<file path="src/rtl/round_share_pkg.sv">
// Shared types and helpers for the round-robin shared rounding block.
package round_share_pkg;

   localparam int MAX_CH = 16;
   localparam int MAX_W  = 64;

   typedef logic [$clog2(MAX_CH)-1:0] ch_tag_t;

   // Tag width for n channels; a single channel still needs one bit.
   function automatic int ch_w_calc(input int n);
      return (n < 2) ? 1 : $clog2(n);
   endfunction

   // Round-half-to-even on an unsigned word; callers keep the low DIN bits,
   // which gives the modulo-2^DIN wrap for free.
   function automatic logic [MAX_W-1:0] rte_calc(input logic [MAX_W-1:0] x,
                                                 input int unsigned nbits);
      logic [MAX_W-1:0] s;
      s = x + ((MAX_W'(1) << (nbits - 1)) - MAX_W'(1)) + MAX_W'(x[nbits[5:0]]);
      return s & ~((MAX_W'(1) << nbits) - MAX_W'(1));
   endfunction

endpackage

</file>
<file path="src/rtl/round_share_arb_rr_arbiter.sv">
// Combinational round-robin arbiter: first set request at or after ptr, wrapping.
module rr_arbiter
   import round_share_pkg::*;
#(
   parameter  int N    = 3,
   localparam int CH_W = ch_w_calc(N)
) (
   input  logic [N-1:0]    req,
   input  logic [CH_W-1:0] ptr,
   output logic [N-1:0]    gnt_oh,
   output logic [CH_W-1:0] gnt_idx,
   output logic            any
);

   always_comb begin
      int unsigned idx;
      idx     = 0;
      gnt_oh  = '0;
      gnt_idx = '0;
      any     = 1'b0;
      for (int unsigned k = 0; k < N; k++) begin
         idx = (32'(ptr) + k) % N;
         if (!any && req[idx]) begin
            any         = 1'b1;
            gnt_oh[idx] = 1'b1;
            gnt_idx     = CH_W'(idx);
         end
      end
   end

endmodule

</file>
<file path="src/rtl/round_share_arb.sv">
// Shares one round-half-to-even stage between NUM_CH requesters through a
// single tagged output register.
module round_share_arb
   import round_share_pkg::*;
#(
   parameter  int NUM_CH = 3,
   parameter  int DIN    = 16,
   parameter  int NBITS  = 4,
   localparam int CH_W   = ch_w_calc(NUM_CH)
) (
   input  logic                  clk,
   input  logic                  rst,
   input  logic [NUM_CH*DIN-1:0] din_data,
   input  logic [NUM_CH-1:0]     din_valid,
   output logic [NUM_CH-1:0]     din_ready,
   output logic [NUM_CH*DIN-1:0] dout_data,
   output logic [NUM_CH-1:0]     dout_valid,
   input  logic [NUM_CH-1:0]     dout_ready,
   output logic                  busy
);

   localparam logic [0:0] ST_EMPTY = 1'b0;
   localparam logic [0:0] ST_FULL  = 1'b1;

   logic [CH_W-1:0] ptr;
   logic            out_vld;
   logic [DIN-1:0]  out_data;
   logic [CH_W-1:0] out_tag;

   logic [NUM_CH-1:0] gnt_oh;
   logic [CH_W-1:0]   gnt_idx;
   logic              any;
   logic              drain;
   logic              can_accept;
   logic              accept;
   logic [DIN-1:0]    sel_word;
   logic [DIN-1:0]    rnd;

   rr_arbiter #(.N(NUM_CH)) u_arb (
      .req     (din_valid),
      .ptr     (ptr),
      .gnt_oh  (gnt_oh),
      .gnt_idx (gnt_idx),
      .any     (any)
   );

   assign drain      = (out_vld == ST_FULL) && dout_ready[out_tag];
   assign can_accept = (out_vld == ST_EMPTY) || drain;
   assign accept     = can_accept && any && !rst;
   // rst gates din_ready so a word offered during reset is never seen as taken.
   assign din_ready  = (can_accept && !rst) ? gnt_oh : '0;

   always_comb begin
      sel_word = '0;
      for (int unsigned i = 0; i < NUM_CH; i++) begin
         if (gnt_oh[i]) sel_word = din_data[i*DIN +: DIN];
      end
   end

   assign rnd = DIN'(rte_calc(MAX_W'(sel_word), NBITS));

   always_ff @(posedge clk or posedge rst) begin
      if (rst) begin
         ptr      <= '0;
         out_vld  <= ST_EMPTY;
         out_data <= '0;
         out_tag  <= '0;
      end else if (accept) begin
         out_data <= rnd;
         out_tag  <= gnt_idx;
         out_vld  <= ST_FULL;
         ptr      <= (gnt_idx == CH_W'(NUM_CH - 1)) ? '0 : gnt_idx + CH_W'(1);
      end else if (drain) begin
         out_vld  <= ST_EMPTY;
      end
   end

   always_comb begin
      dout_valid = '0;
      for (int unsigned i = 0; i < NUM_CH; i++) begin
         dout_valid[i] = (out_vld == ST_FULL) && (out_tag == CH_W'(i));
      end
   end

   assign dout_data = {NUM_CH{out_data}};
   assign busy      = out_vld;

endmodule
</file>
<file path="config.mk">
export PLATFORM = sky130hd
export DESIGN_NAME = round_share_arb
export DESIGN_NICKNAME = d
export VERILOG_FILES = /design/src/rtl/round_share_pkg.sv /design/src/rtl/round_share_arb_rr_arbiter.sv /design/src/rtl/round_share_arb.sv
export SDC_FILE = /design/constraint.sdc
export NUM_CORES = 1
export LEC_CHECK = 0
export ABC_AREA = 1
export CORE_MARGIN = 2
export CORE_UTILIZATION = 40
export DETAILED_ROUTE_END_ITERATION = 6
export GPL_ROUTABILITY_DRIVEN = 0
export PLACE_DENSITY_LB_ADDON = 0.2
export SLEW_MARGIN = 0
export SYNTH_ARGS = -nofsm -noshare
export SYNTH_HDL_FRONTEND = slang
export SYNTH_SLANG_ARGS = --single-unit
</file>
<file path="constraint.sdc">
create_clock -name clk -period 2.77 [get_ports clk]
set_input_delay 0.4155 -clock clk [delete_from_list [all_inputs] [get_ports clk]]
set_output_delay 0.4155 -clock clk [all_outputs]
set_load 0.02 [all_outputs]
</file>
# After elaboration in Yosys (flattened, before gate mapping)
# Index checks and enable logic that the tools add are counted.
# classes
n_lt_le_gt_ge,7
reduce_logical,18
eq_ne,3
n_bitwise,3
add_sub_neg,5
n_mux,30
div,3
# op_table
operator,n
"32-bit by 1-bit >= comparator with 1-bit output, second input constant",3
"32-bit by 3-bit < comparator with 1-bit output, second input constant",3
"32-bit by 2-bit modulo with 32-bit output, second input constant",2
16-bit two-way mux,3
"2-bit by 2-bit modulo with 32-bit output, second input constant",1
16-bit by 1-bit adder with 16-bit output,1
"16-bit by 3-bit adder with 16-bit output, second input constant",1
1-bit logical AND,12
1-bit two-way mux,12
3-bit two-way mux,4
1-bit binary-select mux with 2-bit select,4
2-bit two-way mux,4
1-bit demux with 2-bit select,3
3-bit bitwise OR,2
"2-bit equality test, second input constant",2
"2-bit by 1-bit adder with 3-bit output, second input constant",1
"2-bit by 2-bit adder with 3-bit output, second input constant",1
1-bit zero test,3
"2-bit by 3-bit < comparator with 1-bit output, second input constant",1
"2-bit by 1-bit adder with 2-bit output, second input constant",1
"2-bit by 1-bit equality test with 1-bit output, second input constant",1
2-bit zero test,1
2-bit nonzero test,1
1-bit logical OR,1
1-bit NOT,1
# totals
word_cells,73
out_inout_bits,55
regBits,17
inputBits,56

# Longest topological paths before layout
# Gate-level depths: netlist of run 1.
# depth
word_depth,15
ltp_mapped,23
mapped_depth_nobuf,23

# Hierarchy
# A second synthesis of run 1 with hierarchy kept.
# hier_totals
hier_cells,325
hier_area_um2,2029.4
# by_module_without_submodules
module,n_inst,cells_each,seq_area_each_um2,area_per_inst_um2
round_share_arb,1,264,425.4,1709.1
rr_arbiter,1,61,0.0,320.3

# Worst setup path before layout of run 1
# OpenSTA, ideal clock, no wires.
# synth_path
path_type,reg2reg
start,register ptr[0]
end,register out_data[13]
t_arrival_ps,2237
n_path_buf,1
t_required_ps,2653
synth_period_minus_slack_ps,2354
path_stages_with_launch,22
setup_time_ps,117
slack_ps,416
cell_sequence,dfrtp_1 -> inv_1 -> ha_1 -> inv_2 -> nand2_1 -> nand3_1 -> nand2_1 -> nand3_1 -> nand2_1 -> inv_1 -> nand2_4 -> inv_2 -> buf_6 -> nor2_1 -> inv_2 -> nand2_1 -> nor2_4 -> nand2_2 -> nor2_4 -> nand3_1 -> nand3_1 -> nand2_1
# synth_via
elab_chain_len,15
elab_cells_between_ends,45
classes_between,add/sub: 4; div: 3; order compare: 6; mux: 21; bitwise: 2; reduce/logical: 9
# synth_lines
item,line,source
from (decl),round_share_arb.sv:25,logic [CH_W-1:0] ptr;
from (signal assigned),round_share_arb.sv:72,ptr <= (gnt_idx == CH_W'(NUM_CH - 1)) ? '0 : gnt_idx + CH_W'(1);
2-bit by 1-bit adder with 3-bit output / 2-bit by 2-bit modulo with 32-bit output (equally long branches),round_share_arb_rr_arbiter.sv:22,idx = (32'(ptr) + k) % N;
32-bit by 2-bit modulo with 32-bit output (tied with other cells),round_share_arb_rr_arbiter.sv:22,
32-bit by 1-bit >= comparator with 1-bit output (implied by the code) (tied with other cells),round_share_arb_rr_arbiter.sv:25,gnt_oh[idx] = 1'b1;
1-bit logical AND (implied by the code) (tied with other cells),round_share_arb_rr_arbiter.sv:25,
1-bit two-way mux (implied by the code) (tied with other cells),round_share_arb_rr_arbiter.sv:25,
1-bit demux with 2-bit select (tied with other cells),n/a,
3-bit bitwise OR (no source line) / 1-bit two-way mux (equally long branches),n/a,
3-bit two-way mux / 1-bit zero test (equally long branches),round_share_arb_rr_arbiter.sv:23,if (!any && req[idx]) begin
3-bit bitwise OR (no source line) / 1-bit logical AND (equally long branches),n/a,
3-bit two-way mux,round_share_arb_rr_arbiter.sv:23,
16-bit two-way mux (3 in series),round_share_arb.sv:56,if (gnt_oh[i]) sel_word = din_data[i*DIN +: DIN];
16-bit by 3-bit adder with 16-bit output,round_share_pkg.sv:19,s = x + ((MAX_W'(1) << (nbits - 1)) - MAX_W'(1)) + MAX_W'(x[nbits[5:0]]);
16-bit by 1-bit adder with 16-bit output,round_share_pkg.sv:19,
to (signal assigned),round_share_arb.sv:69,out_data <= rnd;
to (decl),round_share_arb.sv:27,logic [DIN-1:0] out_data;
# Several ways; a longest one is shown, not always the timed one. The select of a mux whose other input is x is not followed.
# A chain may end at the register's enable or synchronous reset.

# Worst setup path in the final report of run 1
# layout_path
start,register ptr[1]
end,register out_data[14]
# Same word-level chain as after synthesis.

==> results of run 1 <==
[cell families after synthesis]
family          count (synthesis)
fa+ha+maj                       4
flops                          17
other cells                     1
simple gates                  186
compound gates                 32
buf+inv                        86
[cell type report]
type | count | share of cell area
multi-input cells | 234 | 0.402
well taps | 67 | 0.0285
clock buffers | 4 | 0.0153
inverters | 43 | 0.0566
repair buffers | 106 | 0.353
flip-flops and latches | 17 | 0.145
[stage by stage]
step / util / hold slack (ns) / std cells / worst slack [ns]
2_1_floorplan: - / 0.342 / 337 / 0.416
3_3_place_gp: 0.595 / 0.517 / 467 / 0.0336
3_5_place_dp: 0.595 / 0.519 / 467 / 0.0153
4_1_cts: 0.604 / 0.535 / 471 / 0.175
5_1_grt: 0.610 / 0.561 / 471 / -0.00857
6_report: 0.610 / 0.533 / 471 / 0.212
[metal layers]
metal | vias to the layer above | track usage
li1 | 1144 | -
met1 | 923 | 0.245
met2 | 99 | 0.295
met3 | 4 | 0.0161
met4 | 0 | 0.0487
met5 | - | 0
[state kept, by name, summed over array words and instances, names as in the netlist]
| register | count |
|---|---|
| busy | 1 |
| ptr | 2 |
| out_tag | 2 |
| out_data | 12 |
[critical path: cells and delay by family (launching register included)]
family	cells	cell delay [ns]
buffers and inverters	6	0.52
and+or+nand+nor	15	1.30
adders and majority gates	1	0.17
DFF	1	0.43
[report_power, final]
| group | internal (mW) | switching [mW] | leakage [nW] |
|---|---|---|---|
| Sequential | 0.363 | 0.103 | 0.215 |
| Clock | 0.102 | 0.0761 | 0.0228 |
| Combinational | 1.35 | 2.09 | 1.16 |
[worst max-delay path by stage]
stage / slack, ns / from / cells past startpoint / endpoint
final: 0.21 / ptr[1]$_DFFE_PP0P_ / 22 / out_data[14]$_DFFE_PP0P_
after global routing: -0.009 / ptr[0]$_DFFE_PP0P_ / 21 / out_data[14]$_DFFE_PP0P_
after CTS: 0.17 / ptr[1]$_DFFE_PP0P_ / 15 / out_data[13]$_DFFE_PP0P_
after detailed placement: 0.02 / din_valid[2] / 19 / out_data[13]$_DFFE_PP0P_
after global placement: 0.03 / din_valid[0] / 10 / din_ready[1]
after floorplan: 0.42 / ptr[0]$_DFFE_PP0P_ / 21 / out_data[13]$_DFFE_PP0P_
[Yosys cell counts]
master / instances
o311ai_0: 1
o21ai_0: 7
nor4_1: 1
nor2_4: 3
o31ai_1: 2
conb_1: 1
inv_4: 1
or2_0: 1
buf_2: 2
nand3_1: 32
clkbuf_1: 1
inv_1: 28
nand2_1: 98
nand2_4: 3
clkinv_1: 1
a31oi_1: 2
nor2_1: 22
o21ai_1: 2
o21a_1: 1
nand4_2: 1
nor2_2: 4
nand3_2: 5
nand2_2: 6
nor3_1: 4
inv_2: 13
buf_6: 4
a21oi_1: 15
or2_1: 2
ha_1: 4
nand3b_1: 1
buf_4: 36
dfrtp_1: 17
o21ai_2: 2
nand4_1: 3
[repair_timing]
action                     in CTS  in global routing
gates resized for setup         5                  6
pin swaps                       0                  1
setup endpoints to repair       3                  8
==> reports/results.ini, run 1 <==
[run_status]
status=finished, final reports clean

[yosys]
yosys-top-cells-area=dfrtp_1 (21%), nand2_1 (18%), buf_4 (13%)
synth_compound_area_frac=0.0895
yosysUniqueCellTypes=34
synth_area_um2=2030
synth.avg_cell_area_um2=6.22
syn_inst=326
synth-adder-area-share=0.0247
synth_top_family_by_area=simple AND/OR/NAND/NOR gates
synth_xor_xnor_area_share=0
yosysSeqAreaShare=0.210
muxShareOfSynthArea=0
synth-simple-area-share=0.431
yosysTopAreaCell=dfrtp_1
synth_top_area_share=0.210
ys_ff_latch=17
yosys_warnings=0

[global_routing]
gr-usage-all-layers=0.177
grt_max_degree=19
grt_overflow=0
antenna_found_initial=0
grt_pass1_wl_um=7930
grt_pass1_vias=1875

[sta]
finClkSkew_ns=0.00265
max_freq_mhz=391
worstMarginPinSlew_ns=0.611
worst_slew_margin_rel=0.592
drv_slew=0
final-setup-viol-count=0
fin_crit_ns=2.56
fin_crit_sh=0.924
finalHoldViolations=0
tns_ns=0

[route]
ant_nets=0
dr.max_layer_used=met4
wl_um=4950
first_pass_iters=4
vias_per_cell=4.61
met2_wirelength_um=2200
wl_met1_um=2310
vias=2170
wl_per_cell_um=10.5
drtIter0Drc=117
met3WireLength_um=396
drc=0

[place]
dp_hpwl_um=4170
placed_area_um2=2870
portBuffers=98

[critical_path]
crit_top_cell=nand2_1
worstSetupPathType=reg -> reg
crit_path_top_delay_cell=dfrtp_1
r2r_slack_ns=0.21
worst_r2r_endpoint=out_data[14]$_DFFE_PP0P_
cp-start-kind=flip-flop
cp-end-kind=flip-flop
path_cells=inv_2 > ha_4 > inv_2 > nand2_2 > nand3_2 > nand2_4 > inv_2 > nand2_1 > nand2_1 > inv_2 > nand2_4 > inv_4 > buf_4 > nand3_1 > nand2_1 > nand2_1 > nor2_2 > nand2_1 > nor2_4 > nand3_1 > nand3_1 > nand2_1
cpPeakStageDelay_ns=0.43
reg2reg_depth=22
critPathMaxFanout=10
worstPathRequired_ns=2.91
r2r_start=ptr[1]$_DFFE_PP0P_
arrival_ns=2.70

[clock_network]
cts_tree=built
cts_buffer_depth=2
clk-insertion-delay-late_ns=0.25
cts_inserted_buffers=3
cts.reportedPaths.clkPinSlew_ns=0.06
hold_buffers=0
cts_root_buf=clkbuf_8
clkSinkCount=17
htree_num_levels=1
post-cts-setup-buffers=0

[power]
power.total_mw=4.09
vdd_drop_max_uv=777
cellLeakagePower_nw=1.40
p_per_area_nw_per_um2=1390

[worst_hold_path]
whs_path_depth=2
holdCritPathClass=reg -> reg
hold_end=out_data[9]$_DFFE_PP0P_
hp-start=out_data[9]$_DFFE_PP0P_

[final_layout]
fin_nets=465
multiInputGateArea_um2=1180
n_fill_cell=494
drive_above_1_share=0.134
final_cell_mix=nand2_1 (98), clkdlybuf4s50_1 (95), nand3_1 (32)
seq_area_um2=425
stdcell_area_um2=2940
diodes=0
area_growth_pct=44.9
final_common_cell=nand2_1

[floorplanning]
start_util=0.421
io_pins=111
fp.dieW_um=75.2
die_h_um=75.2
fp.coreArea_um2=4820
dieArea_um2=5660
rows=25

[job]
drv_cap=0

Note: power is estimated with default switching activity, not from simulation.
==> run 2, diff against run 1 <==
--- a/config.mk
+++ b/config.mk
@@ -15,3 +15,4 @@
 export SYNTH_ARGS = -nofsm -noshare
 export SYNTH_HDL_FRONTEND = slang
 export SYNTH_SLANG_ARGS = --single-unit
+export TNS_END_PERCENT = 10
==> results of run 2 <==
Same layout as run 1: the final DEF is identical, and so are final timing and power.
